<file path="config.mk">
export PLATFORM = sky130hd
export DESIGN_NAME = slave_fifo2b_stream_out
export DESIGN_NICKNAME = d
export VERILOG_FILES = /design/src/rtl/slave_fifo2b_stream_out.sv
export SDC_FILE = /design/constraint.sdc
export NUM_CORES = 1
export LEC_CHECK = 0
export ABC_CLOCK_PERIOD_IN_PS = 9600
export CAP_MARGIN = 20
export CORE_MARGIN = 5
export CORE_UTILIZATION = 35
export DETAILED_ROUTE_END_ITERATION = 8
export PLACE_DENSITY = 0.58
export SLEW_MARGIN = 20
export SYNTH_ARGS = -nofsm -noshare
export SYNTH_HDL_FRONTEND = slang
export SYNTH_SLANG_ARGS = --single-unit
</file>
<file path="constraint.sdc">
create_clock -name clk_100 -period 9.6 [get_ports clk_100]
set_clock_uncertainty 0.15 [all_clocks]
set_input_delay 1.92 -clock clk_100 [delete_from_list [all_inputs] [get_ports clk_100]]
set_output_delay 1.92 -clock clk_100 [all_outputs]
set_load 0.02 [all_outputs]
</file>
<file path="src/rtl/slave_fifo2b_stream_out.sv">
// FX3 slave-FIFO stream-OUT reader: strobes the FX3 read interface while buffer space allows,
// captures words READ_LATENCY cycles after each strobe and presents them as a ready/valid stream.
module slave_fifo2b_stream_out #(
    parameter int DEPTH        = 8,
    parameter int READ_LATENCY = 2
) (
    input  logic        clk_100,
    input  logic        reset_,
    input  logic        stream_out_mode_selected,
    input  logic        flagc_d,
    input  logic        flagd_d,
    input  logic [31:0] data_in,
    input  logic        out_ready,
    output logic        sloe_streamOUT_,
    output logic        slrd_streamOUT_,
    output logic [31:0] out_data,
    output logic        out_valid,
    output logic        reading,
    output logic [31:0] words_received,
    output logic        overflow
);

    localparam int AW = $clog2(DEPTH);
    // Wide enough to hold count + inflight without wrapping.
    localparam int CW = AW + 2;
    localparam logic [CW-1:0] DEPTH_C = CW'(DEPTH);
    localparam logic [CW-1:0] ONE_C   = CW'(1);

    typedef enum logic [1:0] {
        ST_IDLE     = 2'd0,
        ST_OE_SETUP = 2'd1,
        ST_READ     = 2'd2,
        ST_DRAIN    = 2'd3
    } state_t;

    state_t                  state_r, state_nxt_s;
    logic                    sloe_r, reading_r, overflow_r;
    logic [READ_LATENCY-1:0] sr_r, sr_nxt_s;
    logic [CW-1:0]           count_r, inflight_s, used_s;
    logic [AW-1:0]           wr_ptr_r, rd_ptr_r;
    logic [31:0]             mem_r [DEPTH];
    logic [31:0]             words_r;
    logic                    strobe_s, capture_s, push_s, pop_s, full_s;

    function automatic logic [CW-1:0] popcount(input logic [READ_LATENCY-1:0] v);
        logic [CW-1:0] n;
        n = '0;
        for (int i = 0; i < READ_LATENCY; i++) begin
            n = n + {{(CW-1){1'b0}}, v[i]};
        end
        return n;
    endfunction

    // Strobe qualification, capture/push/pop decisions and next state.
    always_comb begin
        inflight_s = popcount(sr_r);
        used_s     = count_r + inflight_s;
        strobe_s   = (state_r == ST_READ) && flagd_d && stream_out_mode_selected && (used_s < DEPTH_C);
        capture_s  = sr_r[READ_LATENCY-1];
        pop_s      = (count_r != '0) && out_ready;
        full_s     = (count_r == DEPTH_C);
        push_s     = capture_s && (!full_s || pop_s);
        sr_nxt_s    = sr_r << 1;
        sr_nxt_s[0] = strobe_s;
        state_nxt_s = state_r;
        case (state_r)
            ST_IDLE: begin
                if (stream_out_mode_selected && flagc_d) state_nxt_s = ST_OE_SETUP;
                else                                     state_nxt_s = ST_IDLE;
            end
            ST_OE_SETUP: state_nxt_s = ST_READ;
            ST_READ: begin
                if (!flagd_d || !stream_out_mode_selected) state_nxt_s = ST_DRAIN;
                else                                       state_nxt_s = ST_READ;
            end
            ST_DRAIN: begin
                if (inflight_s == '0) state_nxt_s = ST_IDLE;
                else                  state_nxt_s = ST_DRAIN;
            end
            default: state_nxt_s = ST_IDLE;
        endcase
    end

    // FSM with registered interface enables.
    always_ff @(posedge clk_100 or negedge reset_) begin
        if (!reset_) begin
            state_r   <= ST_IDLE;
            sloe_r    <= 1'b1;
            reading_r <= 1'b0;
        end else begin
            state_r   <= state_nxt_s;
            sloe_r    <= (state_nxt_s == ST_IDLE);
            reading_r <= (state_nxt_s == ST_READ);
        end
    end

    // In-flight tracking, buffer bookkeeping, word counter and sticky overflow.
    always_ff @(posedge clk_100 or negedge reset_) begin
        if (!reset_) begin
            sr_r       <= '0;
            count_r    <= '0;
            wr_ptr_r   <= '0;
            rd_ptr_r   <= '0;
            words_r    <= 32'd0;
            overflow_r <= 1'b0;
        end else begin
            sr_r <= sr_nxt_s;
            if (push_s) wr_ptr_r <= wr_ptr_r + {{(AW-1){1'b0}}, 1'b1};
            if (pop_s)  rd_ptr_r <= rd_ptr_r + {{(AW-1){1'b0}}, 1'b1};
            case ({push_s, pop_s})
                2'b10:   count_r <= count_r + ONE_C;
                2'b01:   count_r <= count_r - ONE_C;
                default: count_r <= count_r;
            endcase
            if (state_r == ST_IDLE && !stream_out_mode_selected) words_r <= 32'd0;
            else if (capture_s)                                  words_r <= words_r + 32'd1;
            if (capture_s && full_s && !pop_s) overflow_r <= 1'b1;
        end
    end

    // Buffer storage; contents are don't-care until counted valid.
    always_ff @(posedge clk_100) begin
        if (push_s) mem_r[wr_ptr_r] <= data_in;
    end

    assign sloe_streamOUT_ = sloe_r;
    assign slrd_streamOUT_ = ~strobe_s;
    assign reading         = reading_r;
    assign out_valid       = (count_r != '0);
    assign out_data        = mem_r[rd_ptr_r];
    assign words_received  = words_r;
    assign overflow        = overflow_r;

endmodule

</file>
==> qor.yml <==
global_routing:
  pin_count_of_the_biggest_net_entering_global_routing: 59
  globalRouteTotalUtil_pct: 13.1
  gr-total-overflow: 0
  number_of_global_route_vias_before_repair: 6688
  antenna_found_initial: 0
  grt_pass1_wl_mm: 39.9
outcome:
  outcome: "finished clean"
clock_tree:
  holdBufCountCts: 0
  cts_tree: "built"
  clk-insertion-delay-late_ps: 500
  tritoncts_num_sinks: 306
  cts-root-buf: "clkbuf_16"
  cts_repair_resize_count: 0
  postCtsSetupRepairBufs: 0
  ctsLongestPathBuffers: 3
  clock_transition_at_the_registers_of_the_reported_paths_ps: 60
  cts-buffers-inserted: 35
  cts-htree-levels: 2
critical_path:
  setup.worst_path.class: "in -> out"
  reg2reg_slack_ps: 6680
  ordered_list_of_cells_on_the_worst_path: "clkdlybuf4s50_1 > nand2_1 > or4b_2 > clkdlybuf4s50_1"
  reg2reg_to: "count_r[4]$_DFFE_PN0P_"
  worstPathBufferInverterCount: 2
  critical_path.reg2reg.startpoint: "count_r[0]$_DFFE_PN0P_"
  worst_path_max_delay_cell: "or4b_2"
  worst_ep_arrival_time_ps: 3740
  cpMostUsedCell: "clkdlybuf4s50_1"
  critPathCaptureType: "output port"
  critPathTopFamily: "buffers and inverters"
  crit_fanout: 4
  crit_path_max_incr_delay_ps: 630
  worstSetupStartpointType: "input port"
  worst_ep_required_time_ps: 7530
  r2r_cells: 8
timing:
  fin_tns_setup_ps: 0
  timing.fmax_mhz: 172
  post-route-period-util_pct: 60.5
  timing_worst_slew_pin_value_ps: 1050
  timing.final.hold_violations: 0
  slew_violations: 0
  rsz0062_at_grt: "false"
  worst_slew_margin_rel_pct: 29.8
  min_period_ps: 5810
  setup_viol_count_final: 0
synthesis:
  synth_enable_flop_cells: 256
  syn-cell-area_sq_um: 12400
  syn_inst: 667
  netlist-cell-type-count: 50
  post_synthesis_sequential_area_ratio_pct: 72.2
  ys_dominant_reg_cell: "edfxtp_1"
  yosys-top-cells-area: "edfxtp_1, mux4_2, dfrtp_1"
  yosys_register_bits: 306
  post-synth-top-area-fraction_pct: 62.1
  synth_top_area_cell: "edfxtp_1"
  post_synth.cell_area_avg_sq_um: 18.6
  synth_nets: 715
  synth_async_reset_ratio_pct: 16.3
  yosys_warnings: 0
place:
  finalWeightedCongestion: 0.745
  hpwl_mm: 14.8
  place.port_buffers: 106
route:
  num_vias: 6410
  initialDrtViolationCount: 280
  routed_wire_per_std_cell_microns: 19.9
  detail_route.wirelength_mm: 25.4
  drt_drc_violations_left: 0
  detailedRoute.firstPassIterationCount: 4
  postRouteAntennaNets: 0
  detail_route.vias_per_cell: 5.03
die:
  die_w_microns: 198
  floorplan.initialDensity_pct: 35.7
  num_rows: 68
  floorplan.die_area_sq_um: 39200
  core_region_area_sq_um: 34700
  die_height_microns: 198
  io_pins: 107
run:
  timing.max_cap.violations: 0
layout:
  area_delta_synth_final_pct: 22.0
  fin_nets: 842
  drive_above_1_share_pct: 22.2
power_and_ir_drop:
  overall_power_consumption_w: 0.00397
  cellPowerDensity_nw_per_um2: 263
  p_leak_nw: 5.01
  vdd_ir_drop_max_uv: 133
worst_hold_path:
  timing.hold.worst.start: "sr_r[0]$_DFF_PN0_"
  path_type_of_the_worst_min_delay_path: "reg -> reg"
  min_to: "sr_r[1]$_DFF_PN0_"
  hold_depth: 0
[how the worst max path moves through the flow]
stage | startpoint | end | slack [ps] | cells after the start
2_1_floorplan | out_ready | mem_r[0][0]$_DFFE_PP_ | 4430 | 4
3_3_place_gp | stream_out_mode_selected | slrd_streamOUT_ | 3800 | 4
3_5_place_dp | stream_out_mode_selected | slrd_streamOUT_ | 3800 | 4
4_1_cts | stream_out_mode_selected | slrd_streamOUT_ | 3790 | 4
5_1_grt | rd_ptr_r[0]$_DFFE_PN0N_ | out_data[12] | 3740 | 4
6_report | stream_out_mode_selected | slrd_streamOUT_ | 3790 | 4
[sequential cells by signal, summed over array words and instances (netlist names)]
| name | cells |
|---|---|
| words_received | 32 |
| state_r | 2 |
| rd_ptr_r | 3 |
| mem_r | 256 |
| overflow | 1 |
| wr_ptr_r | 3 |
| sloe_streamOUT_ | 1 |
| count_r | 5 |
| reading | 1 |
| sr_r | 2 |
[cells by family (layout without fill, tap and decap cells)]
logic type               Yosys count  count (layout)  share of synthesized area, %
buffers and inverters             44             195                          1.43
XOR/XNOR                          15              15                          1.06
flip-flops                       306             306                          72.2
adder cells (fa/ha/maj)           10              10                          1.07
AO/OA/AOI/OAI                     56              56                          3.01
other                              0               1                             0
multiplexers                     106             106                          15.4
AND/OR/NAND/NOR                  130             130                          5.78
[layout make-up]
class | instances | area [sq um]
antenna | 1 | 2.50
clock buffer | 45 | 935
clock inverter | 16 | 116
fill | 3101 | 19600
inverter | 13 | 48.8
multi-input combinational | 317 | 3320
sequential | 306 | 8950
tap | 455 | 569
timing repair buffer | 121 | 1170
[power by group]
| group | total, W | internal (W) | leakage (nW) | switching, W |
|---|---|---|---|---|
| Combinational | 0.00112 | 0.000607 | 1.54 | 0.000513 |
| Clock | 0.00122 | 0.000716 | 0.517 | 0.000500 |
| Sequential | 0.00163 | 0.00150 | 2.96 | 0.000126 |
| Total | 0.00397 | 0.00283 | 5.01 | 0.00114 |
[layout by cell type, fill, tap and decap left out, drive strengths merged, types with 3 or more instances in the layout]
| cell | instances |
|---|---|
| clkinv | 13 |
| mux2i | 8 |
| or4 | 13 |
| nand2 | 32 |
| o21a | 3 |
| clkbuf | 45 |
| mux2 | 34 |
| or3 | 7 |
| nand2b | 9 |
| buf | 16 |
| nor4 | 6 |
| dfrtp | 49 |
| o2111ai | 3 |
| o31ai | 12 |
| nor3 | 5 |
| and4 | 5 |
| nand3 | 14 |
| o211ai | 4 |
| o21ai | 12 |
| a21oi | 17 |
| nand4 | 11 |
| clkdlybuf4s50 | 105 |
| xor2 | 6 |
| inv | 15 |
| mux4 | 64 |
| xnor2 | 9 |
| nor2 | 20 |
| edfxtp | 256 |
| and3 | 3 |
| ha | 9 |
[cell usage after synthesis, drive strengths merged (5+ instances only)]
master,number
edfxtp,256
o31ai,12
o21ai,12
and4,5
mux2i,8
nand2,32
mux2,34
a21oi,17
xor2,6
buf,12
nor3,5
nand4,11
or3,7
or4,13
nor4,6
inv,13
xnor2,9
clkbuf,19
nand3,14
ha,9
nor2,20
mux4,64
dfrtp,49
nand2b,9
[metal layers]
layer / global-route usage (%) / wire length, microns
met5: 0 / 0
met3: 3.34 / 1460
met1: 18.0 / 11000
met4: 3.14 / 365
met2: 21.3 / 12500
[per-stage QoR]
stage	setup slack (ps)	cells	instance area, sq um	utilization (%)	hold slack, ps
global route	3740	1273	15100	43.5	287
detailed placement	3800	1211	14000	40.4	255
finish	3790	1274	15100	43.5	270
floorplan	4430	667	12400	-	230
global placement	3800	1211	14000	40.4	240
CTS	3790	1272	15100	43.5	265
(Power assumes the default switching activity.)
